[config.mk]
export PLATFORM = sky130hd
export DESIGN_NAME = image_streamer_flat
export DESIGN_NICKNAME = d
export VERILOG_FILES = /design/src/rtl/image_streamer_if.sv /design/src/rtl/image_streamer.sv /design/src/flat_wrapper.sv
export SDC_FILE = /design/constraint.sdc
export NUM_CORES = 1
export LEC_CHECK = 0
export CORE_MARGIN = 2
export CORE_UTILIZATION = 50
export DETAILED_ROUTE_END_ITERATION = 7
export MAX_ROUTING_LAYER = met4
export PLACE_DENSITY = 0.77
export SLEW_MARGIN = 40
export SYNTH_ARGS = -nofsm -noshare
export SYNTH_HDL_FRONTEND = slang
export SYNTH_SLANG_ARGS = --single-unit
[constraint.sdc]
create_clock -name clk -period 2.9 [get_ports clk]
set_input_delay 0.435 -clock clk [delete_from_list [all_inputs] [get_ports clk]]
set_output_delay 0.435 -clock clk [all_outputs]
set_load 0.02 [all_outputs]
[src/rtl/image_streamer_if.sv]
// Receiver-side pin bundle of the accelerator image-input protocol.
// The streamer is the master; the accelerator (or its model) is the slave.
interface image_streamer_if;
   logic [6:0] data_out;
   logic       frame_n;
   logic       done_in;
   logic [3:0] bcd_in;

   modport master (
      output data_out,
      output frame_n,
      input  done_in,
      input  bcd_in
   );

   modport slave (
      input  data_out,
      input  frame_n,
      output done_in,
      output bcd_in
   );
endinterface

[src/rtl/image_streamer.sv]
// Frames a 14x14 binary image as 28 seven-bit chunks, then waits for
// the accelerator's complete flag and captures its BCD classification.
module image_streamer #(
   parameter int unsigned GAP_CYCLES     = 2,
   parameter int unsigned TIMEOUT_CYCLES = 1023
) (
   input  logic         clk,
   input  logic         rst_n,
   input  logic         start,
   input  logic         abort,
   input  logic [195:0] image_in,
   image_streamer_if.master rx,
   output logic         busy,
   output logic         result_valid,
   output logic [3:0]   result_digit,
   output logic         result_error
);

   typedef enum logic [1:0] {
      S_IDLE,
      S_GAP,
      S_SEND,
      S_WAIT
   } state_e;

   localparam logic [3:0]  GAP_LAST = 4'(GAP_CYCLES - 1);
   localparam logic [15:0] TO_LAST  = 16'(TIMEOUT_CYCLES);
   localparam logic [4:0]  CHUNK_LAST = 5'd27;

   state_e       state_q;
   logic [195:0] sr_q;
   logic [3:0]   gap_q;
   logic [4:0]   chunk_q;
   logic [15:0]  wait_q;
   logic [6:0]   data_q;
   logic         frame_n_q;
   logic         busy_q;
   logic         valid_q;
   logic [3:0]   digit_q;
   logic         error_q;

   always_ff @(posedge clk or negedge rst_n) begin
      if (!rst_n) begin
         state_q   <= S_IDLE;
         sr_q      <= '0;
         gap_q     <= '0;
         chunk_q   <= '0;
         wait_q    <= '0;
         data_q    <= '0;
         frame_n_q <= 1'b0;
         busy_q    <= 1'b0;
         valid_q   <= 1'b0;
         digit_q   <= '0;
         error_q   <= 1'b0;
      end else begin
         valid_q <= 1'b0;
         if (abort) begin
            // Abort silently drops the frame; last result is kept.
            state_q   <= S_IDLE;
            data_q    <= '0;
            frame_n_q <= 1'b0;
            busy_q    <= 1'b0;
         end else begin
            unique case (state_q)
               S_IDLE: begin
                  if (start) begin
                     sr_q    <= image_in;
                     gap_q   <= '0;
                     chunk_q <= '0;
                     wait_q  <= '0;
                     busy_q  <= 1'b1;
                     state_q <= S_GAP;
                  end
               end
               S_GAP: begin
                  if (gap_q == GAP_LAST) begin
                     state_q   <= S_SEND;
                     frame_n_q <= 1'b1;
                     data_q    <= sr_q[6:0];
                     sr_q      <= sr_q >> 7;
                  end else begin
                     gap_q <= gap_q + 4'd1;
                  end
               end
               S_SEND: begin
                  if (chunk_q == CHUNK_LAST) begin
                     state_q <= S_WAIT;
                     data_q  <= '0;
                  end else begin
                     data_q  <= sr_q[6:0];
                     sr_q    <= sr_q >> 7;
                     chunk_q <= chunk_q + 5'd1;
                  end
               end
               S_WAIT: begin
                  wait_q <= wait_q + 16'd1;
                  // A done on the final count still counts as success.
                  if (rx.done_in) begin
                     valid_q   <= 1'b1;
                     digit_q   <= rx.bcd_in;
                     error_q   <= (rx.bcd_in > 4'd9);
                     state_q   <= S_IDLE;
                     frame_n_q <= 1'b0;
                     busy_q    <= 1'b0;
                  end else if (wait_q + 16'd1 == TO_LAST) begin
                     valid_q   <= 1'b1;
                     digit_q   <= 4'hF;
                     error_q   <= 1'b1;
                     state_q   <= S_IDLE;
                     frame_n_q <= 1'b0;
                     busy_q    <= 1'b0;
                  end
               end
            endcase
         end
      end
   end

   assign rx.data_out  = data_q;
   assign rx.frame_n   = frame_n_q;
   assign busy         = busy_q;
   assign result_valid = valid_q;
   assign result_digit = digit_q;
   assign result_error = error_q;

endmodule

[src/flat_wrapper.sv]
// flat-port wrapper written by rule: the top's interface ports become plain ports
module image_streamer_flat 
#(
   parameter int unsigned GAP_CYCLES     = 2,
   parameter int unsigned TIMEOUT_CYCLES = 1023
)
  (clk, rst_n, start, abort, image_in, busy, result_valid, result_digit, result_error, rx_data_out, rx_frame_n, rx_done_in, rx_bcd_in);
  image_streamer_if rx_i ();
  input  logic clk;
  input  logic rst_n;
  input  logic start;
  input  logic abort;
  input  logic [195:0] image_in;
  output logic busy;
  output logic result_valid;
  output logic [3:0] result_digit;
  output logic result_error;
  output wire logic [$bits(rx_i.data_out)-1:0] rx_data_out;
  output wire logic [$bits(rx_i.frame_n)-1:0] rx_frame_n;
  input wire logic [$bits(rx_i.done_in)-1:0] rx_done_in;
  input wire logic [$bits(rx_i.bcd_in)-1:0] rx_bcd_in;
  assign rx_data_out = rx_i.data_out;
  assign rx_frame_n = rx_i.frame_n;
  assign rx_i.done_in = rx_done_in;
  assign rx_i.bcd_in = rx_bcd_in;
  image_streamer #(.GAP_CYCLES(GAP_CYCLES), .TIMEOUT_CYCLES(TIMEOUT_CYCLES)) u_core (.clk(clk), .rst_n(rst_n), .start(start), .abort(abort), .image_in(image_in), .rx(rx_i), .busy(busy), .result_valid(result_valid), .result_digit(result_digit), .result_error(result_error));
endmodule
**Yosys cells after proc, flatten, opt, wreduce, memory -nomap -nowiden**

Cells that the tools add are included.

- Word-level logic and storage cells: 87
- Register bits: 238
- Output and inout port bits: 15

- Equality and inequality tests: 14
- Reduce and logical (&&, ||, !) cells: 18
- Bitwise gates (word level): 1
- Multiplexer cells: 39
- $add $sub $neg: 3
- $lt $le $gt $ge: 1

Operator list:

| cell | count |
|---|---|
| 2-to-1 mux 196 bit | 3 |
| one-hot mux 196 bit (3 select lines) | 1 |
| one-hot mux 16 bit (2 select lines) | 1 |
| 2-to-1 mux 7 bit | 3 |
| adder 16 x 1 -> 16 bit (second input constant) | 1 |
| equality test 16 x 10 -> 1 bit (second input constant) | 1 |
| 2-to-1 mux 16 bit | 1 |
| 2-to-1 mux 4 bit | 4 |
| one-hot mux 7 bit (2 select lines) | 1 |
| 2-to-1 mux 1 bit | 12 |
| 2-to-1 mux 2 bit | 6 |
| AND reduction 3 bit | 4 |
| AND reduction 4 bit | 3 |
| nonzero test 3 bit | 4 |
| 2-to-1 mux 5 bit | 2 |
| one-hot mux 5 bit (2 select lines) | 1 |
| one-hot mux 2 bit (4 select lines) | 1 |
| one-hot mux 4 bit (2 select lines) | 1 |
| nonzero test 2 bit | 4 |
| inequality test 2 bit (second input constant) | 3 |
| inequality test 3 x 2 -> 1 bit (second input constant) | 2 |
| adder 5 x 1 -> 5 bit (second input constant) | 1 |
| equality test 5 bit (second input constant) | 1 |
| AND reduction 5 bit | 1 |
| other kinds (12) | 14 |

**Logic depth before layout (Yosys ltp)**

- Depth after elaboration: 6
- Depth in mapped cells: 11
- Mapped depth without buffers: 8

**Worst setup path after synthesis**

No wires, ideal clock.

- Path kind: register to register
- Start point: register u_core.wait_q[0]
- End point: register u_core.valid_q, in the netlist u_core.result_valid
- Period minus slack after synthesis: 2372 ps
- Path slack: 528 ps
- Data arrival time: 2299 ps
- Stages on the path, launching flop included: 10
- Cells stage by stage: dfrtp_1 ha_1 buf_6 xnor2_1 or4b_4 a211oi_2 nand2_1 or3_1 buf_6 a21oi_2

- Word-level cells in the longest chain between the ends: 6

RTL lines:

| item | line | RTL |
|---|---|---|
| start, declared | image_streamer.sv:34 | `logic [15:0] wait_q;` |
| start signal, assigned | image_streamer.sv:96 | `wait_q <= wait_q + 16'd1;` |
| adder 16 x 1 -> 16 bit | image_streamer.sv:105 | `end else if (wait_q + 16'd1 == TO_LAST) begin` |
| equality test 16 x 10 -> 1 bit | image_streamer.sv:105 |  |
| 2-to-1 mux 1 bit | image_streamer.sv:105 |  |
| 2-to-1 mux 1 bit | image_streamer.sv:98 | `if (rx.done_in) begin` |
| 2-to-1 mux 1 bit | image_streamer.sv:64 | `unique case (state_q)` |
| 2-to-1 mux 1 bit | image_streamer.sv:57 | `if (abort) begin` |
| end signal, assigned | image_streamer.sv:56 | `valid_q <= 1'b0;` |
| end signal, assigned | image_streamer.sv:99 | `valid_q <= 1'b1;` |
| end signal, assigned | image_streamer.sv:106 | `valid_q <= 1'b1;` |
| end, declared | image_streamer.sv:38 | `logic valid_q;` |

Every way passes these cells.
A chain may end at the register's enable or synchronous reset.

**Worst setup path after layout**

- Start point: register u_core.state_q[0]
- End point: register u_core.sr_q[87]

- Word-level cells in the longest chain between the ends: 3

RTL lines:

| item | line | RTL |
|---|---|---|
| start, declared | image_streamer.sv:30 | `state_e state_q;` |
| start signal, assigned | image_streamer.sv:44 | `state_q <= S_IDLE;` |
| start signal, assigned | image_streamer.sv:59 | `state_q <= S_IDLE;` |
| start signal, assigned | image_streamer.sv:72 | `state_q <= S_GAP;` |
| equality test 2 x 1 -> 1 bit (tied with other cells) | image_streamer.sv:64 |  |
| inequality test 2 x 1 -> 1 bit (no line) (tied with other cells) | -- |  |
| AND reduction 5 bit (no line) | -- |  |
| end signal, assigned | image_streamer.sv:67 | `sr_q <= image_in;` |
| end signal, assigned | image_streamer.sv:80 | `sr_q <= sr_q >> 7;` |
| end signal, assigned | image_streamer.sv:91 | `sr_q <= sr_q >> 7;` |
| end, declared | image_streamer.sv:31 | `logic [195:0] sr_q;` |

Parallel ways exist; a longest one is shown, timed or not.

==> metrics.md <==
| Metric | Value |
|---|---|
| Die width | 155 µm |
| Leading cell types in the layout, fill and taps excluded | 238 x dfrtp_1, 223 x nand2_1, 218 x clkdlybuf4s50_1 |
| Drt wl/cell | 16.5 µm |
| Design area | 0.0149 mm² |
| YS warnings | 0 |
| Critical Path End Type | flop |
| DR pass1 iterations | 5 |
| Synthesized Nets | 1,355 |
| Period utilisation layout | 0.914 |
| Peak VDD IR | 0.595 mV |
| Vias per Instance | 5.33 |
| Chip height | 155 µm |
| Total power per unit cell area | 1020 mW/mm² |
| Status | finished, final reports clean |
| Max Cap Viol | 0 |
| Fillers | 1,764 |
| Rows | 55 |
| Post-Route WL | 27,200 µm |
| CP max FO | 93 |
| DRT iter0 DRCs | 557 |
| Die footprint | 0.0240 mm² |
| DR DRC count | 0 |
| Setup TNS | 0 ns |
| Post-synth cell types | 48 |
| I/O pin count | 220 |
| Endpoints failing hold | 0 |
| Register area share after synthesis | 0.523 |
| #FFs+latches synth | 238 |
| Share of cells above drive strength 1 | 0.0633 |
| CP required | 3.28 ns |
| Core area | 0.0225 mm² |
| Fin Clk Skew | 0.00954 ns |
| Area Overhead vs Synth | 31.2% |
| Fmax | 0.377 GHz |
| GP Congestion | 0.905 |
| Worst hold path type | in -> async |
| Via count | 8,790 |
| CTS tree | done |
| H-Tree Depth | 1 |
| Most common cell after layout, fill and taps aside | dfrtp_1 |
| First-pass GRT wire length | 44,100 µm |
| Slew HR | 0.513 |
| Final #Nets | 1,553 |
| Leak pwr | 6.49 nW |
| Mean Syn Cell Area | 9.99 µm² |
| Tot Pwr | 0.0152 W |
| Unrepaired setup endpoints after global routing | no |
| Post-Syn Instances | 1,140 |
| Clock Tree Root | clkbuf_16 |
| GRT overflow | 0 |
| CTS Buf Count | 27 |
| Endpoints failing setup | 0 |
| Overall routing resource usage | 0.234 |
| Clock slew at reported path FFs | 0.06 ns |
| PortBufs | 219 |
| Ys async rst share | 1.00 |
| Post-route minimum period | 2.65 ns |
| Mapped Area | 0.0114 mm² |
| Synth Flop Type | dfrtp_1 |
| Worst setup SP type | flop |
| Type of the worst setup path | reg -> reg |
| Starting Density | 0.506 |
| R2r worst-path depth | 8 |
| CTS sink count | 238 |
| Largest net degree at the start of global routing | 126 |
| Tightest Pin Transition | 0.730 ns |
| Post-synth EDFFs | 0 |
| Initial antenna violation count | 5 |
| Placed inst area | 0.0140 mm² |
| CTS Buffer Depth | 3 |
| Post-DP HPWL | 18,900 µm |
| Slew Limit Fails | 0 |
| Clock latency on the worst-skew pair | 0.52 ns |
| Critical Path AT | 3.03 ns |
| Post-DRT Antenna Nets | 0 |
| Vias in the first global route | 8,776 |
-- worst max-delay path: stages, from the launching register on --
cell	delay, ns
dfrtp_1	0.43
inv_1	0.17
ha_1	0.41
nand2b_1	0.23
and2_1	0.26
o311ai_4	0.18
buf_4	0.31
buf_12	0.31
o21ai_0	0.17
-- routing by layer --
layer  track usage  up-vias  wire [µm]
li1              -     4411          -
met1         0.296     4129      11800
met2         0.388      211      13300
met3        0.0479       39       1510
met4        0.0591        0        538
met5             -        -          0
-- per-stage QoR --
step | hold WS, ns | utilization | std cells | worst slack (ns)
3_5_place_dp | 0.216 | 0.622 | 1593 | 0.286
4_1_cts | 0.252 | 0.664 | 1643 | 0.267
3_3_place_gp | 0.217 | 0.622 | 1592 | 0.297
2_1_floorplan | 0.139 | - | 1140 | 0.528
5_1_grt | 0.254 | 0.664 | 1648 | 0.00715
6_report | 0.271 | 0.664 | 1648 | 0.249
-- layout make-up --
type	count	area (µm²)	area share
diodes	5	12.5	0.000837
clock buffers	34	722	0.0483
clock inverters	15	210	0.0141
inverters	7	26.3	0.00176
multi-input cells	817	5100	0.342
flip-flops and latches	238	5960	0.398
well taps	285	357	0.0239
repair buffers	247	2560	0.171
-- report_power, final --
part	internal [W]	total [W]	leakage (nW)	switching, W
clock network	0.00221	0.00357	0.460	0.00136
logic	0.00288	0.00612	2.99	0.00324
registers	0.00470	0.00549	3.04	0.000791
total	0.00978	0.0152	6.49	0.00539
-- synth_stat cells (all sizes together) (2+ instances only) --
cell,count,area (µm²)
dfrtp,238,5960
o21ai,229,1150
nand2,223,837
mux2i,191,1910
clkbuf,66,258
a21oi,26,153
nor2,21,78.8
a22o,12,105
buf,12,78.8
nand2b,12,75.1
nand3,11,55.1
ha,10,125
nor3,9,45.0
o31ai,8,60.1
and2,7,43.8
inv,7,26.3
nand4,6,37.5
o211ai,5,37.5
o22ai,5,31.3
a31oi,4,25.0
nor2b,4,25.0
xnor2,4,35.0
and3,3,18.8
and4,3,26.3
or3,3,18.8
a211oi,2,20.0
a21o,2,15.0
nor3b,2,20.0
o41ai,2,17.5
or2,2,12.5
-- flip-flops by register name, indices dropped and copies added, names as in the netlist --
register	count
u_core.result_valid	1
u_core.gap_q	4
u_core.sr_q	196
u_core.rx.frame_n	1
u_core.state_q	2
u_core.chunk_q	5
u_core.result_error	1
u_core.result_digit	4
u_core.busy	1
u_core.wait_q	16
u_core.rx.data_out	7
-- worst paths after layout --
check                              endpoint  slack (ns)              start
max                         u_core.sr_q[87]        0.25  u_core.state_q[0]
min                         u_core.sr_q[31]        0.27              rst_n
max reg2reg                 u_core.sr_q[87]        0.25  u_core.state_q[0]
min reg2reg                u_core.sr_q[186]        0.48   u_core.sr_q[186]
max in group asynchronous  u_core.sr_q[108]        1.78              rst_n
min in group clk           u_core.sr_q[186]        0.48   u_core.sr_q[186]
-- cells by family (layout without fill, tap and decap cells) --
family	after synthesis	after routing	synth area share
xor gates and xnor gates	5	5	0.00384
muxes	191	191	0.168
and+or+nand+nor	313	313	0.119
adders and majority gates	10	10	0.0110
DFF	238	238	0.523
other	0	5	0
AOI/OAI and AO/OA	298	298	0.143
buffers and inverters	85	303	0.0318
-- what timing repair did --
item                      CTS  global route
resized for setup           0             0
buffers inserted            0             0
hold buffers                1             0
hold endpoints to repair    1             0
Note: power is estimated with default switching activity, not from simulation.
